`config.mk`:
```
export PLATFORM = sky130hd
export DESIGN_NAME = smartcard_conv
export DESIGN_NICKNAME = d
export VERILOG_FILES = /design/src/rtl/smartcard_conv.sv
export SDC_FILE = /design/constraint.sdc
export NUM_CORES = 1
export LEC_CHECK = 0
export CAP_MARGIN = 20
export CORE_MARGIN = 2
export CORE_UTILIZATION = 40
export DETAILED_ROUTE_END_ITERATION = 12
export PLACE_DENSITY = 0.74
export SYNTH_ARGS = -nofsm -noshare
export SYNTH_HDL_FRONTEND = slang
export SYNTH_SLANG_ARGS = --single-unit
```
`constraint.sdc`:
```
create_clock -name baseclk -period 2.16 [get_ports baseclk]
set_input_delay 0.216 -clock baseclk [delete_from_list [all_inputs] [get_ports baseclk]]
set_output_delay 0.216 -clock baseclk [all_outputs]
set_load 0.005 [all_outputs]
```
`src/rtl/smartcard_conv.sv`:
```
// Smart-card (ISO 7816-3) convention converter.
// Watches the TS byte at the start of each ATR to pick direct or inverse
// convention. It then decodes received bytes and parity, encodes transmitted
// bytes, and keeps a saturating count of parity errors.
//
// Ports:
//   baseclk, reset_n          clock (rising edge), async active-low reset
//   restart                   one-cycle pulse, return to HUNT for a new ATR
//   u_rx_data/valid/ready     raw bytes from the UART (lsb-first, H=1)
//   u_par_err                 UART even-parity flag, qualified by u_rx_valid
//   u_tx_data/valid/ready     raw bytes to the UART
//   rx_data/valid/ready       decoded byte stream with rx_par_err
//   tx_data/valid/ready       logical bytes to send
//   conv                      00 HUNT, 01 DIRECT, 11 INVERSE, 10 TS_ERR
//   par_err_cnt               saturating count of corrected parity errors
//
// state    | meaning
// ---------+---------------------------------------------------------------
// HUNT     | waiting for the TS byte; transmit path blocked
// DIRECT   | direct convention; bytes pass through unchanged
// INVERSE  | inverse convention; bytes complemented and bit-reversed
// TS_ERR   | TS was not recognised; rx bytes dropped until restart

module smartcard_conv #(
    parameter int unsigned CNT_BITS   = 16,
    parameter logic [7:0]  TS_DIRECT  = 8'h3B,
    parameter logic [7:0]  TS_INVERSE = 8'h03
) (
    input  logic                baseclk,
    input  logic                reset_n,
    input  logic                restart,
    input  logic [7:0]          u_rx_data,
    input  logic                u_rx_valid,
    output logic                u_rx_ready,
    input  logic                u_par_err,
    output logic [7:0]          u_tx_data,
    output logic                u_tx_valid,
    input  logic                u_tx_ready,
    output logic [7:0]          rx_data,
    output logic                rx_valid,
    input  logic                rx_ready,
    output logic                rx_par_err,
    input  logic [7:0]          tx_data,
    input  logic                tx_valid,
    output logic                tx_ready,
    output logic [1:0]          conv,
    output logic [CNT_BITS-1:0] par_err_cnt
);

    typedef enum logic [1:0] {
        ST_HUNT    = 2'b00,
        ST_DIRECT  = 2'b01,
        ST_TS_ERR  = 2'b10,
        ST_INVERSE = 2'b11
    } state_t;

    // Inverse convention: complement every bit and reverse bit order.
    function automatic logic [7:0] inv_map(input logic [7:0] b);
        logic [7:0] r;
        for (int i = 0; i < 8; i++) begin
            r[i] = ~b[7-i];
        end
        return r;
    endfunction

    state_t              state_q, state_d;
    logic                rx_valid_q, rx_valid_d;
    logic [7:0]          rx_data_q, rx_data_d;
    logic                rx_par_err_q, rx_par_err_d;
    logic [CNT_BITS-1:0] cnt_q, cnt_d;
    logic [1:0]          rst_sync_q;

    logic                rst_ok;
    logic                accept;
    logic                load;
    logic [7:0]          byte_dec;
    logic                perr_dec;
    logic                mode_ok;

    // Reset release is retimed through two flops. No byte is accepted until
    // the second edge after release has passed.
    always_ff @(posedge baseclk or negedge reset_n) begin
        if (!reset_n) begin
            rst_sync_q <= 2'b00;
        end else begin
            rst_sync_q <= {rst_sync_q[0], 1'b1};
        end
    end

    assign rst_ok = rst_sync_q[1];

    // While reset is asserted the UART sees ready high. During the short
    // synchronisation window after release it is held low so no byte is lost.
    assign u_rx_ready = (~rx_valid_q | rx_ready) & (rst_ok | ~reset_n);

    // restart beats a coincident transfer: the offered byte is discarded.
    assign accept = u_rx_valid & u_rx_ready & ~restart;

    always_comb begin
        state_d      = state_q;
        rx_valid_d   = rx_valid_q;
        rx_data_d    = rx_data_q;
        rx_par_err_d = rx_par_err_q;
        cnt_d        = cnt_q;
        load         = 1'b0;
        byte_dec     = 8'h00;
        perr_dec     = 1'b0;

        if (rx_ready) begin
            rx_valid_d = 1'b0;
        end

        if (accept) begin
            case (state_q)
                ST_HUNT: begin
                    load = 1'b1;
                    if (u_rx_data == TS_DIRECT) begin
                        state_d  = ST_DIRECT;
                        byte_dec = u_rx_data;
                        perr_dec = u_par_err;
                    end else if (u_rx_data == TS_INVERSE) begin
                        state_d  = ST_INVERSE;
                        byte_dec = inv_map(u_rx_data);
                        perr_dec = ~u_par_err;
                    end else begin
                        state_d  = ST_TS_ERR;
                        byte_dec = u_rx_data;
                        perr_dec = 1'b1;
                    end
                end
                ST_DIRECT: begin
                    load     = 1'b1;
                    byte_dec = u_rx_data;
                    perr_dec = u_par_err;
                end
                ST_INVERSE: begin
                    // Nine complemented bits flip the sense of even parity.
                    load     = 1'b1;
                    byte_dec = inv_map(u_rx_data);
                    perr_dec = ~u_par_err;
                end
                default: begin
                    load = 1'b0;
                end
            endcase
        end

        if (load) begin
            rx_valid_d   = 1'b1;
            rx_data_d    = byte_dec;
            rx_par_err_d = perr_dec;
            if (perr_dec && (cnt_q != {CNT_BITS{1'b1}})) begin
                cnt_d = cnt_q + CNT_BITS'(1);
            end
        end

        if (restart) begin
            state_d    = ST_HUNT;
            rx_valid_d = 1'b0;
        end
    end

    always_ff @(posedge baseclk or negedge reset_n) begin
        if (!reset_n) begin
            state_q      <= ST_HUNT;
            rx_valid_q   <= 1'b0;
            rx_data_q    <= 8'h00;
            rx_par_err_q <= 1'b0;
            cnt_q        <= '0;
        end else begin
            state_q      <= state_d;
            rx_valid_q   <= rx_valid_d;
            rx_data_q    <= rx_data_d;
            rx_par_err_q <= rx_par_err_d;
            cnt_q        <= cnt_d;
        end
    end

    assign mode_ok    = (state_q == ST_DIRECT) || (state_q == ST_INVERSE);
    assign u_tx_data  = (state_q == ST_INVERSE) ? inv_map(tx_data) : tx_data;
    assign u_tx_valid = tx_valid & mode_ok;
    assign tx_ready   = u_tx_ready & mode_ok;

    assign rx_data     = rx_data_q;
    assign rx_valid    = rx_valid_q;
    assign rx_par_err  = rx_par_err_q;
    assign conv        = state_q;
    assign par_err_cnt = cnt_q;

endmodule

```
==> flow_summary.yaml, run 1 <==
floorplan:
  die_w_um: 68.8
  io_pins: 63
  die_y_um: 68.8
  initial_utilization: 0.417
  rows: 23
  dieArea_um2: 4740
  core_um2: 4030
synthesis:
  yosysSeqAreaShare: 0.446
  syn_nets: 194
  ys_types: 39
  synthesis.area_um2: 1680
  syn_inst: 169
  ys_ff_latch: 30
  synthTopCellsByArea: "dfrtp_1, xor2_1, o2bb2ai_1, nand2_1, o21ai_0"
  avgSynthCellArea_um2: 9.95
  synth_top_area_cell: "dfrtp_1"
  yosysWarnings: 0
  synth_top_area_frac: 0.446
flow_run:
  cap_violations: 0
timing:
  fin_setup_tns_ps: 0
  finClkSkew_ps: 7.67
  finalCriticalPeriod_ps: 1980
  worst_hold_slack_ps: 347
  final_max_slew_viol_count: 0
  finalSetupViolations: 0
  fin_crit_sh: 0.918
  max_freq_ghz: 0.504
  rsz0062_at_grt: "no"
  hold_viol: 0
worst_setup_path:
  crit_fanout: 16
  worstPathArrival_ps: 1770
  crit_start: "conv[1]"
  cp-end-kind: "output pin"
  ff2ff_path_depth: 6
  start_kind: "register"
  endpoint: "u_tx_data[6]"
  r2r_end: "rx_data[5]"
  required_ps: 1940
  crit_type: "register to output pin"
  r2r_slack_ps: 290
  r2r-start: "rx_valid"
cts:
  root_buffer: "clkbuf_8"
  clock_latency_ps: 290
  cts_hold_buf: 0
  cts-buffers-inserted: 5
  clkTransAtPathRegs_ps: 70
  cts_resized: 0
  cts_max_level: 2
  cts_buffer_depth: 2
  cts_num_sinks: 30
  cts_tree: "yes"
  postCtsSetupRepairBufs: 0
detailed_routing:
  drt-wirelength-per-cell_um: 13.8
  avgViaCountPerCell: 5.32
  first_pass_iters: 4
  vias: 1600
  drc_errors: 0
  drtIter0Drc: 108
  antenna_left: 0
  wl_um: 4160
finish:
  final_util: 0.639
  final.fill_count: 340
  design_area_um2: 2570
  final_common_cell: "clkdlybuf4s50_1"
  fin_nets: 275
  antennaDiodeCount: 0
  final_cell_mix: "clkdlybuf4s50_1, dfrtp_1, buf_4"
  layout-drive-gt1-share: 0.151
  synthToLayoutAreaGrowth_pct: 53.1
power:
  powerDensity_nw_per_um2: 688
  p_int_mw: 1.27
  p_total_mw: 1.77
  leakagePower_nw: 1.13
  clockPowerShare: 0.269
  worst_ir_drop_vdd_uv: 441
  seq_power_share: 0.433
  comb_power_share: 0.297
  swShare: 0.285
  switchingPower_mw: 0.506
grt:
  grt_overflow: 0
  antenna_found_initial: 0
  grt_max_degree: 31
  grt_pass1_vias: 1434
  track_usage: 0.191
  grt_pass1_wl_um: 6640
place:
  dpl.hpwl_um: 3050
  routabilityCongestion: 0.804
  port-buffer-count: 62
  placed_area_um2: 2480
hold_path:
  hp-class: "input port to asynchronous set/reset pin"
outcome:
  status: "finished, final reports clean"
-- layer usage --
layer  vias up  routed length, um  track usage
met4         0                 60       0.0662
met2        71               1900        0.322
met3         8                431       0.0682
met5         -                  0            0
met1       739               1760        0.225
li1        782                  -            -
-- registers in the layout (all words and copies together), names as in the netlist --
register	count
rst_sync_q	2
rx_valid	1
rx_par_err	1
rx_data	8
conv	2
par_err_cnt	16
-- cell usage after synthesis --
library cell  instances
dfrtp_1              30
nand2_1              17
xor2_1               15
o21ai_0              11
a21oi_1              10
o2bb2ai_1             8
nor2_1                7
nor4_1                7
nor3_1                6
and2_1                4
clkbuf_1              4
o22ai_1               4
o32ai_1               4
and3_1                3
nand2b_1              3
nand3_1               3
nand4_1               3
nor2b_1               3
nor4_2                3
and4_1                2
buf_2                 2
buf_6                 2
nor3b_1               2
a21bo_1               1
a32oi_1               1
and3b_1               1
buf_4                 1
conb_1                1
ha_1                  1
inv_1                 1
mux2_4                1
nand3b_1              1
nor2_2                1
nor3_2                1
nor4b_1               1
nor4b_4               1
o211ai_4              1
or4_4                 1
xnor2_1               1
-- power by group through the flow --
stage	logic [mW]	registers (mW)	clock network, mW
floorplan	0.189	0.766	0
global placement	0.520	0.773	0
detailed placement	0.530	0.777	0
CTS	0.533	0.769	0.493
global route	0.579	0.785	0.519
finish	0.526	0.768	0.477
-- per-stage QoR --
| step | cells | setup slack (ps) |
|---|---|---|
| final | 301 | 177 |
| after global placement | 293 | 42.1 |
| after global routing | 301 | 73.1 |
| after floorplan | 169 | 434 |
| after CTS | 301 | 168 |
| after detailed placement | 293 | 25.2 |
-- layout make-up --
| cell class | instances | area (um2) | share of cell area |
|---|---|---|---|
| clock buffer | 6 | 82.6 | 0.0321 |
| clock inverter | 2 | 12.5 | 0.00486 |
| inverter | 1 | 3.75 | 0.00146 |
| multi-input combinational | 129 | 872 | 0.339 |
| sequential | 30 | 751 | 0.292 |
| tap | 50 | 62.6 | 0.0243 |
| timing repair buffer | 83 | 791 | 0.307 |
-- worst min path at each step --
stage                     slack [ps]  cells past startpoint           from        endpoint
after global placement           330                      0  rst_sync_q[0]   rst_sync_q[1]
after CTS                        350                      0  rst_sync_q[0]   rst_sync_q[1]
after detailed placement         340                      0  rst_sync_q[0]   rst_sync_q[1]
after global routing             360                      0  rst_sync_q[0]   rst_sync_q[1]
after floorplan                  -80                      0        reset_n         conv[0]
final                            350                      2        reset_n  par_err_cnt[6]
-- critical path: stages (launching register included) --
cell	delay, ps
dfrtp_1	510
nand2_1	80
buf_4	180
o21ai_0	170
clkdlybuf4s50_1	530
-- kinds of logic (layout without fill, tap and decap cells) --
| kind of cell | Yosys count | in the layout | share of synthesized area |
|---|---|---|---|
| AOI/OAI and AO/OA | 40 | 40 | 0.164 |
| xor gates and xnor gates | 16 | 16 | 0.0833 |
| adders and majority gates | 1 | 1 | 0.00744 |
| DFF | 30 | 30 | 0.446 |
| muxes | 1 | 1 | 0.00893 |
| and+or+nand+nor | 70 | 70 | 0.253 |
| other | 1 | 1 | 0.00223 |
| buffers and inverters | 10 | 92 | 0.0350 |
No activity file was read; power rests on OpenSTA's default activity.
==> run 2: changes to the inputs <==
--- a/config.mk
+++ b/config.mk
@@ -9,6 +9,7 @@
 export CORE_MARGIN = 2
 export CORE_UTILIZATION = 40
 export DETAILED_ROUTE_END_ITERATION = 12
+export MAX_ROUTING_LAYER = met4
 export PLACE_DENSITY = 0.74
 export SYNTH_ARGS = -nofsm -noshare
 export SYNTH_HDL_FRONTEND = slang
==> run 2 against run 1 <==
Die area unchanged. Largest power group unchanged. Register-to-register slack about the same. Setup slack got worse by 6.1 ps. Via count decreased by 0.50%. Cell area unchanged. Clock skew about the same.
==> flow_summary.yaml, run 2 (synthesis gave the netlist of run 1 again) <==
outcome:
  status: "finished, final reports clean"
place:
  dpl.hpwl_um: 3050
  routabilityCongestion: 0.816
  port-buffer-count: 62
  dp_cells: 293
timing:
  finClkSkew_ps: 7.60
  worst_hold_slack_ps: 347
  max_freq_ghz: 0.503
  fin_crit_sh: 0.921
  finalSetupViolations: 0
  finalCriticalPeriod_ps: 1990
  hold_viol: 0
  fin_setup_tns_ps: 0
  final_max_slew_viol_count: 0
  rsz0062_at_grt: "no"
finish:
  final_common_cell: "clkdlybuf4s50_1"
  final_cell_mix: "clkdlybuf4s50_1, dfrtp_1, buf_4"
  layout-drive-gt1-share: 0.151
  final_cells: 301
  antennaDiodeCount: 0
  synthToLayoutAreaGrowth_pct: 53.1
  fin_nets: 275
  largest_reg_flops: 16
detailed_routing:
  first_pass_iters: 4
  avgViaCountPerCell: 5.29
  vias: 1592
  drc_errors: 0
  antenna_left: 0
  drt-wirelength-per-cell_um: 13.8
  drtIter0Drc: 132
  wl_um: 4160
cts:
  postCtsSetupRepairBufs: 0
  cts-buffers-inserted: 5
  root_buffer: "clkbuf_8"
  cts_tree: "yes"
  cts_hold_buf: 0
  cts_resized: 0
  clock_latency_ps: 290
  cts_max_level: 2
  cts_num_sinks: 30
  clkTransAtPathRegs_ps: 70
  cts_buffer_depth: 2
floorplan:
  initial_utilization: 0.417
  dieArea_um2: 4740
  io_pins: 63
  die_y_um: 68.8
  core_um2: 4030
  rows: 23
  die_w_um: 68.8
hold_path:
  hp-class: "input port to asynchronous set/reset pin"
grt:
  grt_pass1_vias: 1442
  track_usage: 0.196
  grt_overflow: 0
  antenna_found_initial: 0
  grt_pass1_wl_um: 6620
  grt_max_degree: 31
worst_setup_path:
  cp-end-kind: "output pin"
  worstPathArrival_ps: 1770
  start_kind: "register"
  required_ps: 1940
  crit_fanout: 16
  crit_type: "register to output pin"
power:
  leakagePower_nw: 1.13
  worst_ir_drop_vdd_uv: 442
  powerDensity_nw_per_um2: 688
flow_run:
  cap_violations: 0
run 2: cell counts in the layout (fill, tap and decap cells not counted):
No cell type changed its count.
run 2: metrics by stage:
stage / utilization / setup slack, ps / cell area [um2] / total power, mW
2_1_floorplan: - / 434 / 1680 / 0.956
3_3_place_gp: 0.616 / 42.1 / 2480 / 1.29
3_5_place_dp: 0.616 / 25.2 / 2480 / 1.31
4_1_cts: 0.639 / 168 / 2570 / 1.79
5_1_grt: 0.639 / 73.1 / 2570 / 1.88
6_report: 0.639 / 171 / 2570 / 1.77
run 2: worst max-delay path: stages (launching register included):
cell,delay (ps)
dfrtp_1,520
nand2_1,80
buf_4,180
o21ai_0,170
clkdlybuf4s50_1,530
run 2: power breakdown:
group	switching (mW)	internal (mW)
Clock	0.223	0.256
Combinational	0.179	0.347
Sequential	0.104	0.663
Total	0.506	1.27
run 2: cell type report:
cell class,count,area [um2]
fillers,340,1450
multi-input cells,129,872
repair buffers,83,791
flip-flops and latches,30,751
clock buffers,6,82.6
well taps,50,62.6
clock inverters,2,12.5
inverters,1,3.75
run 2: worst paths after layout:
kind	startpoint	end	slack, ps	cells after the start
setup reg to reg	rx_valid	rx_data[5]	280	6
setup / recovery	conv[1]	u_tx_data[6]	170	4
min in group baseclk	rst_sync_q[0]	rst_sync_q[1]	350	0
max in group asynchronous	reset_n	par_err_cnt[2]	1530	2
hold / removal	reset_n	conv[0]	350	2
hold reg to reg	rst_sync_q[0]	rst_sync_q[1]	350	0
run 2: metal layers:
metal | up-vias | track usage | routed length, um
li1 | 782 | - | -
met2 | 63 | 0.323 | 1880
met1 | 741 | 0.223 | 1790
met3 | 6 | 0.0682 | 434
met5 | - | - | 0
met4 | 0 | 0.0662 | 56
